==> config.mk <==
export PLATFORM = sky130hd
export DESIGN_NAME = mips_ins_encoder_flat
export DESIGN_NICKNAME = d
export VERILOG_FILES = /design/src/rtl/mips_isa_pkg.sv /design/src/rtl/mips_ins_encoder_if.sv /design/src/rtl/mips_word_pack.sv /design/src/rtl/mips_ins_encoder.sv /design/src/flat_wrapper.sv
export SDC_FILE = /design/constraint.sdc
export NUM_CORES = 1
export LEC_CHECK = 0
export BUFFER_PORTS_ARGS = -buffer_cell sky130_fd_sc_hd__buf_2
export CAP_MARGIN = 10
export CORE_MARGIN = 4
export CORE_UTILIZATION = 39
export DETAILED_ROUTE_END_ITERATION = 12
export PLACE_DENSITY = 0.68
export SLEW_MARGIN = 40
export SYNTH_ARGS = -nofsm -noshare
export SYNTH_HDL_FRONTEND = slang
export SYNTH_SLANG_ARGS = --single-unit
==> constraint.sdc <==
create_clock -name clk -period 2 [get_ports clk]
set_clock_uncertainty 0.1 [all_clocks]
set_input_delay 0.6 -clock clk [delete_from_list [all_inputs] [get_ports clk]]
set_output_delay 0.6 -clock clk [all_outputs]
set_load 0.02 [all_outputs]
==> src/rtl/mips_isa_pkg.sv <==
// Shared MIPS ISA constants for the instruction encoder and decoder:
// opcodes, one-hot class select indices, field widths and load-session states.
package mips_isa_pkg;

    localparam int OPC_W    = 6;
    localparam int REG_W    = 5;
    localparam int FUNCT_W  = 6;
    localparam int IMM_W    = 16;
    localparam int TARGET_W = 26;
    localparam int WORD_W   = 32;
    localparam int SEL_W    = 7;

    localparam logic [OPC_W-1:0] OP_RTYPE = 6'b000000;
    localparam logic [OPC_W-1:0] OP_ORI   = 6'b001101;
    localparam logic [OPC_W-1:0] OP_ADDIU = 6'b001001;
    localparam logic [OPC_W-1:0] OP_LW    = 6'b100011;
    localparam logic [OPC_W-1:0] OP_SW    = 6'b101011;
    localparam logic [OPC_W-1:0] OP_BEQ   = 6'b000100;
    localparam logic [OPC_W-1:0] OP_J     = 6'b000010;

    // Bit positions inside the one-hot class select; bit 0 has highest priority.
    localparam int SEL_RTYPE = 0;
    localparam int SEL_ORI   = 1;
    localparam int SEL_ADDIU = 2;
    localparam int SEL_LW    = 3;
    localparam int SEL_SW    = 4;
    localparam int SEL_BEQ   = 5;
    localparam int SEL_J     = 6;

    typedef enum logic [1:0] {
        IDLE  = 2'd0,
        RUN   = 2'd1,
        DRAIN = 2'd2,
        DONE  = 2'd3
    } state_t;

endpackage

==> src/rtl/mips_ins_encoder_if.sv <==
// Instruction-field input handshake plus the instruction-memory write port.
// Handshake: a word transfers on a rising clk edge where in_valid && in_ready;
// in_ready never depends on in_valid, and the producer keeps fields stable
// while in_valid is high and in_ready is low.
interface mips_ins_encoder_if #(
    parameter int AW = 32
);
    import mips_isa_pkg::*;

    logic                  in_valid;
    logic                  in_ready;
    logic [SEL_W-1:0]      sel;
    logic [REG_W-1:0]      rs;
    logic [REG_W-1:0]      rt;
    logic [REG_W-1:0]      rd;
    logic [REG_W-1:0]      shamt;
    logic [FUNCT_W-1:0]    funct;
    logic [IMM_W-1:0]      imm;
    logic [TARGET_W-1:0]   target;
    logic                  mem_wen;
    logic [AW-1:0]         mem_addr;
    logic [WORD_W-1:0]     mem_wdata;

    modport master (
        output in_valid, sel, rs, rt, rd, shamt, funct, imm, target,
        input  in_ready, mem_wen, mem_addr, mem_wdata
    );

    modport slave (
        input  in_valid, sel, rs, rt, rd, shamt, funct, imm, target,
        output in_ready, mem_wen, mem_addr, mem_wdata
    );

endinterface

==> src/rtl/mips_word_pack.sv <==
// Combinational packer: one-hot instruction class plus operand fields -> 32-bit
// MIPS word. Multi-hot selects resolve to the lowest set bit; zero gives a NOP.
// With ENC_ONEHOT_CHECK_EN defined it also flags zero/multi-hot selects.
module mips_word_pack
    import mips_isa_pkg::*;
(
    input  logic [SEL_W-1:0]    sel,
    input  logic [REG_W-1:0]    rs,
    input  logic [REG_W-1:0]    rt,
    input  logic [REG_W-1:0]    rd,
    input  logic [REG_W-1:0]    shamt,
    input  logic [FUNCT_W-1:0]  funct,
    input  logic [IMM_W-1:0]    imm,
    input  logic [TARGET_W-1:0] target,
`ifdef ENC_ONEHOT_CHECK_EN
    output logic                illegal,
`endif
    output logic [WORD_W-1:0]   word
);

    // Priority encode the class select into the assembled word.
    always_comb begin
        word = '0;
        if (sel[SEL_RTYPE])      word = {OP_RTYPE, rs, rt, rd, shamt, funct};
        else if (sel[SEL_ORI])   word = {OP_ORI,   rs, rt, imm};
        else if (sel[SEL_ADDIU]) word = {OP_ADDIU, rs, rt, imm};
        else if (sel[SEL_LW])    word = {OP_LW,    rs, rt, imm};
        else if (sel[SEL_SW])    word = {OP_SW,    rs, rt, imm};
        else if (sel[SEL_BEQ])   word = {OP_BEQ,   rs, rt, imm};
        else if (sel[SEL_J])     word = {OP_J,     target};
    end

`ifdef ENC_ONEHOT_CHECK_EN
    // Zero select, or more than one bit set, is not a legal class.
    always_comb begin
        illegal = (sel == '0) || ((sel & (sel - SEL_W'(1))) != '0);
    end
`endif

endmodule

==> src/rtl/mips_ins_encoder.sv <==
// MIPS instruction encoder: accepts instruction fields over a valid/ready
// handshake and streams the packed words to instruction memory at
// consecutive word addresses during a start/finish load session.
// Optional macro ENC_ONEHOT_CHECK_EN: reject zero/multi-hot selects and raise err.
module mips_ins_encoder
    import mips_isa_pkg::*;
#(
    parameter int AW    = 32,
    parameter int DEPTH = 256,
    localparam int CW   = $clog2(DEPTH + 1)
)(
    input  logic                 clk,
    input  logic                 resetn,
    input  logic                 start,
    input  logic [AW-1:0]        start_addr,
    input  logic                 finish,
    mips_ins_encoder_if.slave    bus,
    output logic                 busy,
    output logic                 done,
    output logic [CW-1:0]        word_cnt,
    output logic                 err,
    output state_t               dbg_state
);

    state_t              state_q, state_d;
    logic [AW-1:0]       addr_q, addr_d;
    logic [CW-1:0]       cnt_q, cnt_d;
    logic                wen_q, wen_d;
    logic [AW-1:0]       waddr_q, waddr_d;
    logic [WORD_W-1:0]   wdata_q, wdata_d;
    logic                err_q, err_d;
    logic                in_ready_c;
    logic                accept;
    logic                write_ok;
    logic [WORD_W-1:0]   packed_word;
`ifdef ENC_ONEHOT_CHECK_EN
    logic                illegal;
`endif

    mips_word_pack u_pack (
        .sel     (bus.sel),
        .rs      (bus.rs),
        .rt      (bus.rt),
        .rd      (bus.rd),
        .shamt   (bus.shamt),
        .funct   (bus.funct),
        .imm     (bus.imm),
        .target  (bus.target),
`ifdef ENC_ONEHOT_CHECK_EN
        .illegal (illegal),
`endif
        .word    (packed_word)
    );

    // Next-state, handshake, address/count advance and write-port staging.
    always_comb begin
        state_d    = state_q;
        addr_d     = addr_q;
        cnt_d      = cnt_q;
        wen_d      = 1'b0;
        waddr_d    = waddr_q;
        wdata_d    = wdata_q;
        err_d      = err_q;
        in_ready_c = (state_q == RUN) && (cnt_q < CW'(DEPTH));
        accept     = bus.in_valid && in_ready_c;
`ifdef ENC_ONEHOT_CHECK_EN
        write_ok   = accept && !illegal;
        if (accept && illegal) err_d = 1'b1;
`else
        write_ok   = accept;
`endif
        unique case (state_q)
            IDLE: begin
                if (start) begin
                    state_d = RUN;
                    addr_d  = start_addr & ~AW'(3);
                    cnt_d   = '0;
                    err_d   = 1'b0;
                end
            end
            RUN:   if (finish) state_d = DRAIN;
            // The only write that can be in flight here is on the port this
            // cycle and retires with it, so one DRAIN cycle always suffices.
            DRAIN: state_d = DONE;
            DONE:  state_d = IDLE;
            default: state_d = IDLE;
        endcase
        // Count and address advance with the accept, so word_cnt already shows
        // the new total while the word sits on the write port.
        if (write_ok) begin
            wen_d   = 1'b1;
            waddr_d = addr_q;
            wdata_d = packed_word;
            addr_d  = addr_q + AW'(4);
            cnt_d   = cnt_q + CW'(1);
        end
    end

    // Session registers; reset abandons any session and drops a pending write.
    always_ff @(posedge clk or negedge resetn) begin
        if (!resetn) begin
            state_q <= IDLE;
            addr_q  <= '0;
            cnt_q   <= '0;
            wen_q   <= 1'b0;
            waddr_q <= '0;
            wdata_q <= '0;
            err_q   <= 1'b0;
        end else begin
            state_q <= state_d;
            addr_q  <= addr_d;
            cnt_q   <= cnt_d;
            wen_q   <= wen_d;
            waddr_q <= waddr_d;
            wdata_q <= wdata_d;
            err_q   <= err_d;
        end
    end

    assign bus.in_ready  = in_ready_c;
    assign bus.mem_wen   = wen_q;
    assign bus.mem_addr  = waddr_q;
    assign bus.mem_wdata = wdata_q;
    assign busy          = (state_q != IDLE);
    assign done          = (state_q == DONE);
    assign word_cnt      = cnt_q;
    assign dbg_state     = state_q;
`ifdef ENC_ONEHOT_CHECK_EN
    assign err           = err_q;
`else
    assign err           = 1'b0;
`endif

endmodule

==> src/flat_wrapper.sv <==
// flat-port wrapper written by rule: the top's interface ports become plain ports
module mips_ins_encoder_flat import mips_isa_pkg::*;
#(
    parameter int AW    = 32,
    parameter int DEPTH = 256,
    localparam int CW   = $clog2(DEPTH + 1)
)
  (clk, resetn, start, start_addr, finish, busy, done, word_cnt, err, dbg_state, bus_in_valid, bus_sel, bus_rs, bus_rt, bus_rd, bus_shamt, bus_funct, bus_imm, bus_target, bus_in_ready, bus_mem_wen, bus_mem_addr, bus_mem_wdata);
  mips_ins_encoder_if #(.AW(AW)) bus_i ();
  input  logic clk;
  input  logic resetn;
  input  logic start;
  input  logic [AW-1:0] start_addr;
  input  logic finish;
  output logic busy;
  output logic done;
  output logic [CW-1:0] word_cnt;
  output logic err;
  output state_t dbg_state;
  input wire logic [$bits(bus_i.in_valid)-1:0] bus_in_valid;
  input wire logic [$bits(bus_i.sel)-1:0] bus_sel;
  input wire logic [$bits(bus_i.rs)-1:0] bus_rs;
  input wire logic [$bits(bus_i.rt)-1:0] bus_rt;
  input wire logic [$bits(bus_i.rd)-1:0] bus_rd;
  input wire logic [$bits(bus_i.shamt)-1:0] bus_shamt;
  input wire logic [$bits(bus_i.funct)-1:0] bus_funct;
  input wire logic [$bits(bus_i.imm)-1:0] bus_imm;
  input wire logic [$bits(bus_i.target)-1:0] bus_target;
  output wire logic [$bits(bus_i.in_ready)-1:0] bus_in_ready;
  output wire logic [$bits(bus_i.mem_wen)-1:0] bus_mem_wen;
  output wire logic [$bits(bus_i.mem_addr)-1:0] bus_mem_addr;
  output wire logic [$bits(bus_i.mem_wdata)-1:0] bus_mem_wdata;
  assign bus_i.in_valid = bus_in_valid;
  assign bus_i.sel = bus_sel;
  assign bus_i.rs = bus_rs;
  assign bus_i.rt = bus_rt;
  assign bus_i.rd = bus_rd;
  assign bus_i.shamt = bus_shamt;
  assign bus_i.funct = bus_funct;
  assign bus_i.imm = bus_imm;
  assign bus_i.target = bus_target;
  assign bus_in_ready = bus_i.in_ready;
  assign bus_mem_wen = bus_i.mem_wen;
  assign bus_mem_addr = bus_i.mem_addr;
  assign bus_mem_wdata = bus_i.mem_wdata;
  mips_ins_encoder #(.AW(AW), .DEPTH(DEPTH)) u_core (.clk(clk), .resetn(resetn), .start(start), .start_addr(start_addr), .finish(finish), .bus(bus_i), .busy(busy), .done(done), .word_cnt(word_cnt), .err(err), .dbg_state(dbg_state));
endmodule
==> flow_metrics.py <==
metrics = {
    "logic_synthesis": {
        "synth_cell_types": 56,
        "synth_seq_cells": 103,
        "synth_edf_count": 0,
        "synth_top_cell_area_share_pct": 49.4,
        "synth.top_cells.by_area": "dfrtp_1, nand2_1, o21ai_0, and3_1, nand3_1",
        "seq_area_frac_synth_pct": 49.4,
        "syn_area_mm2": 0.00522,
        "yosysMostFrequentCell": "nand2_1",
        "ys.flop_type": "dfrtp_1",
        "synth_common_cells": "nand2_1, dfrtp_1, o21ai_0",
        "avgSynthCellArea_um2": 8.89,
        "syn_inst": 587,
        "async_flop_share_pct": 100,
        "yosysTopAreaCell": "dfrtp_1",
        "ys_warn_count": 0,
    },
    "global_route": {
        "grt_pass1_wl_um": 25600,
        "antenna_found_initial": 0,
        "grt_pass1_vias": 5142,
        "grt_overflow": 0,
        "grt_usage_pct": 21.4,
        "grt_max_degree": 45,
    },
    "finish": {
        "nFillCells": 1246,
        "final_nets": 916,
        "drive_gt1_share_pct": 36.9,
        "fin_util_pct": 52.9,
        "multi_input_area_mm2": 0.00245,
        "ff_latch_area_mm2": 0.00258,
        "stdcell_count": 978,
        "antenna_cells": 0,
        "final_area_mm2": 0.00698,
        "area_growth_pct": 33.7,
    },
    "route": {
        "drc": 0,
        "via_count": 5247,
        "vias_per_cell": 5.37,
        "wirelength_um": 16400,
        "antenna_left": 0,
        "routedWlPerCell_um": 16.8,
        "dr.pass1.iters": 5,
        "first_iter_violations": 390,
    },
    "power_and_ir_drop": {
        "power_density_mw_per_mm2": 1400,
        "power.internal_mw": 5.59,
        "totalPowerFinal_mw": 9.79,
        "power_frac_seq_pct": 37.1,
        "p_comb_share_pct": 45.6,
        "p_sw_share_pct": 42.9,
        "net-switching-power_mw": 4.20,
        "p_clk_share_pct": 17.3,
        "peakVddDrop_mv": 0.566,
        "p_leak_nw": 3.44,
    },
    "timing": {
        "grt_setup_unrepaired": "true",
        "hold_viol": 0,
        "worst_slack_ps": 21.8,
        "timing.final.crit_share_pct": 98.9,
        "fmax_mhz": 506,
        "min_period_ps": 1980,
        "slew_violations": 0,
        "finalSetupViolCount": 0,
        "whs_ps": 100,
        "tns_ps": 0,
    },
    "die": {
        "dieArea_mm2": 0.0153,
        "die_x_um": 124,
        "row_count": 42,
        "initial_utilization_pct": 39.6,
        "ioPinCount": 192,
        "dieHeight_um": 124,
        "coreArea_mm2": 0.0132,
    },
    "cts": {
        "clk_pin_slew_ps": 70,
        "htree_levels": 3,
        "postCtsHoldBufs": 0,
        "clock_path_buffers": 2,
        "cts-root-buf": "clkbuf_16",
        "insertion_delay_ps": 350,
        "cts_tree": "built",
        "cts_buffers": 9,
        "clkSinkCount": 103,
    },
    "critical_path": {
        "cp.required_ps": 1300,
        "worstSetupStartpointType": "flip-flop",
        "cp.arrival_ps": 1280,
        "end_kind": "output port",
        "cp_max_fo": 4,
        "crit_type": "flip-flop to output port",
    },
    "placed_design": {
        "portBuffers": 185,
        "preCtsSetupSlack_ps": -315,
        "gp_congestion": 0.849,
        "dp_hpwl_um": 12400,
        "dp.cells": 957,
        "place_area_mm2": 0.00660,
    },
    "run": {
        "drv_cap": 0,
    },
    "run_status": {
        "outcome": "complete, no violations",
    },
    "hold_path": {
        "hold_path.class": "input pin to async pin",
    },
}
## worst max-delay path: stages (launching register included)
cell,delay [ps]
dfrtp_2,450
inv_2,90
ha_2,190
inv_1,50
buf_4,150
## per-layer routing
metal	share of wire, %	GRT usage (%)
met1	40	26.3
met2	50	36.4
met3	8.1	4.81
met4	1.9	8.17
met5	0	0
## worst paths after layout
check	startpoint	end	slack, ps	cells after the start
setup / recovery	u_core.dbg_state[0]$_DFFE_PN0P_	busy	20	4
hold / removal	resetn	u_core.bus.mem_addr[2]$_DFFE_PN0P_	100	1
setup reg to reg	u_core.addr_q[3]$_DFFE_PN0P_	u_core.addr_q[22]$_DFFE_PN0P_	110	6
hold reg to reg	u_core.bus.mem_addr[3]$_DFFE_PN0P_	u_core.bus.mem_addr[3]$_DFFE_PN0P_	370	2
max in group asynchronous	resetn	u_core.bus.mem_wdata[28]$_DFFE_PN0P_	1130	2
min in group clk	u_core.bus.mem_addr[3]$_DFFE_PN0P_	u_core.bus.mem_addr[3]$_DFFE_PN0P_	370	2
## what timing repair did
action                                 4_1_cts  5_1_grt
gates resized for setup                      7       14
cloned                                       0        1
endpoints found under the hold margin        0        0
setup endpoints to repair                   38       20
buffers inserted                             1        3
pin swaps                                    1        5
## placed cells by master, fill, tap and decap left out, drive strengths merged, types with 3 or more instances in the layout
cell type and n:
a211oi 22, dfrtp 103, a221oi 3, o31ai 5, nor2 37, o221a 6, nand2b 4, nand3 27
and2 6, ha 7, inv 16, a311oi 4, a31oi 16, nor3 7, nand2 132, a21oi 17
o21ai 69, and3 26, buf 237, clkbuf 11, o22ai 5, conb 4, nand4 13
## cell type report
| class | instances | area share, % |
|---|---|---|
| clock buffers | 11 | 3.48 |
| clock inverters | 5 | 0.591 |
| inverters | 14 | 0.753 |
| multi-input cells | 432 | 35.1 |
| flip-flops and latches | 103 | 37.0 |
| well taps | 176 | 3.15 |
| repair buffers | 237 | 20.0 |
## cell families after synthesis
group | count (synthesis) | synth area share [%]
other cells | 1 | 0.0718
buf+inv | 56 | 4.86
xor+xnor | 1 | 0.168
fa+ha+maj | 7 | 1.68
mux | 1 | 0.216
simple gates | 260 | 23.7
flops | 103 | 49.4
compound gates | 158 | 19.9
## power by group through the flow
stage / registers (mW) / logic [mW] / clock network, mW
detailed placement: 3.63 / 4.38 / 0
floorplan: 4.33 / 1.91 / 0
global placement: 3.58 / 4.26 / 0
global route: 3.75 / 4.90 / 1.83
CTS: 3.62 / 4.43 / 1.74
finish: 3.63 / 4.46 / 1.69
## sequential cells by signal, summed over array words and instances, names as in the netlist
| signal | flops |
|---|---|
| u_core.addr_q | 30 |
| u_core.bus.mem_addr | 30 |
| u_core.bus.mem_wdata | 31 |
| u_core.bus.mem_wen | 1 |
| u_core.dbg_state | 2 |
| u_core.word_cnt | 9 |
Power figures use the tool's default switching activity.
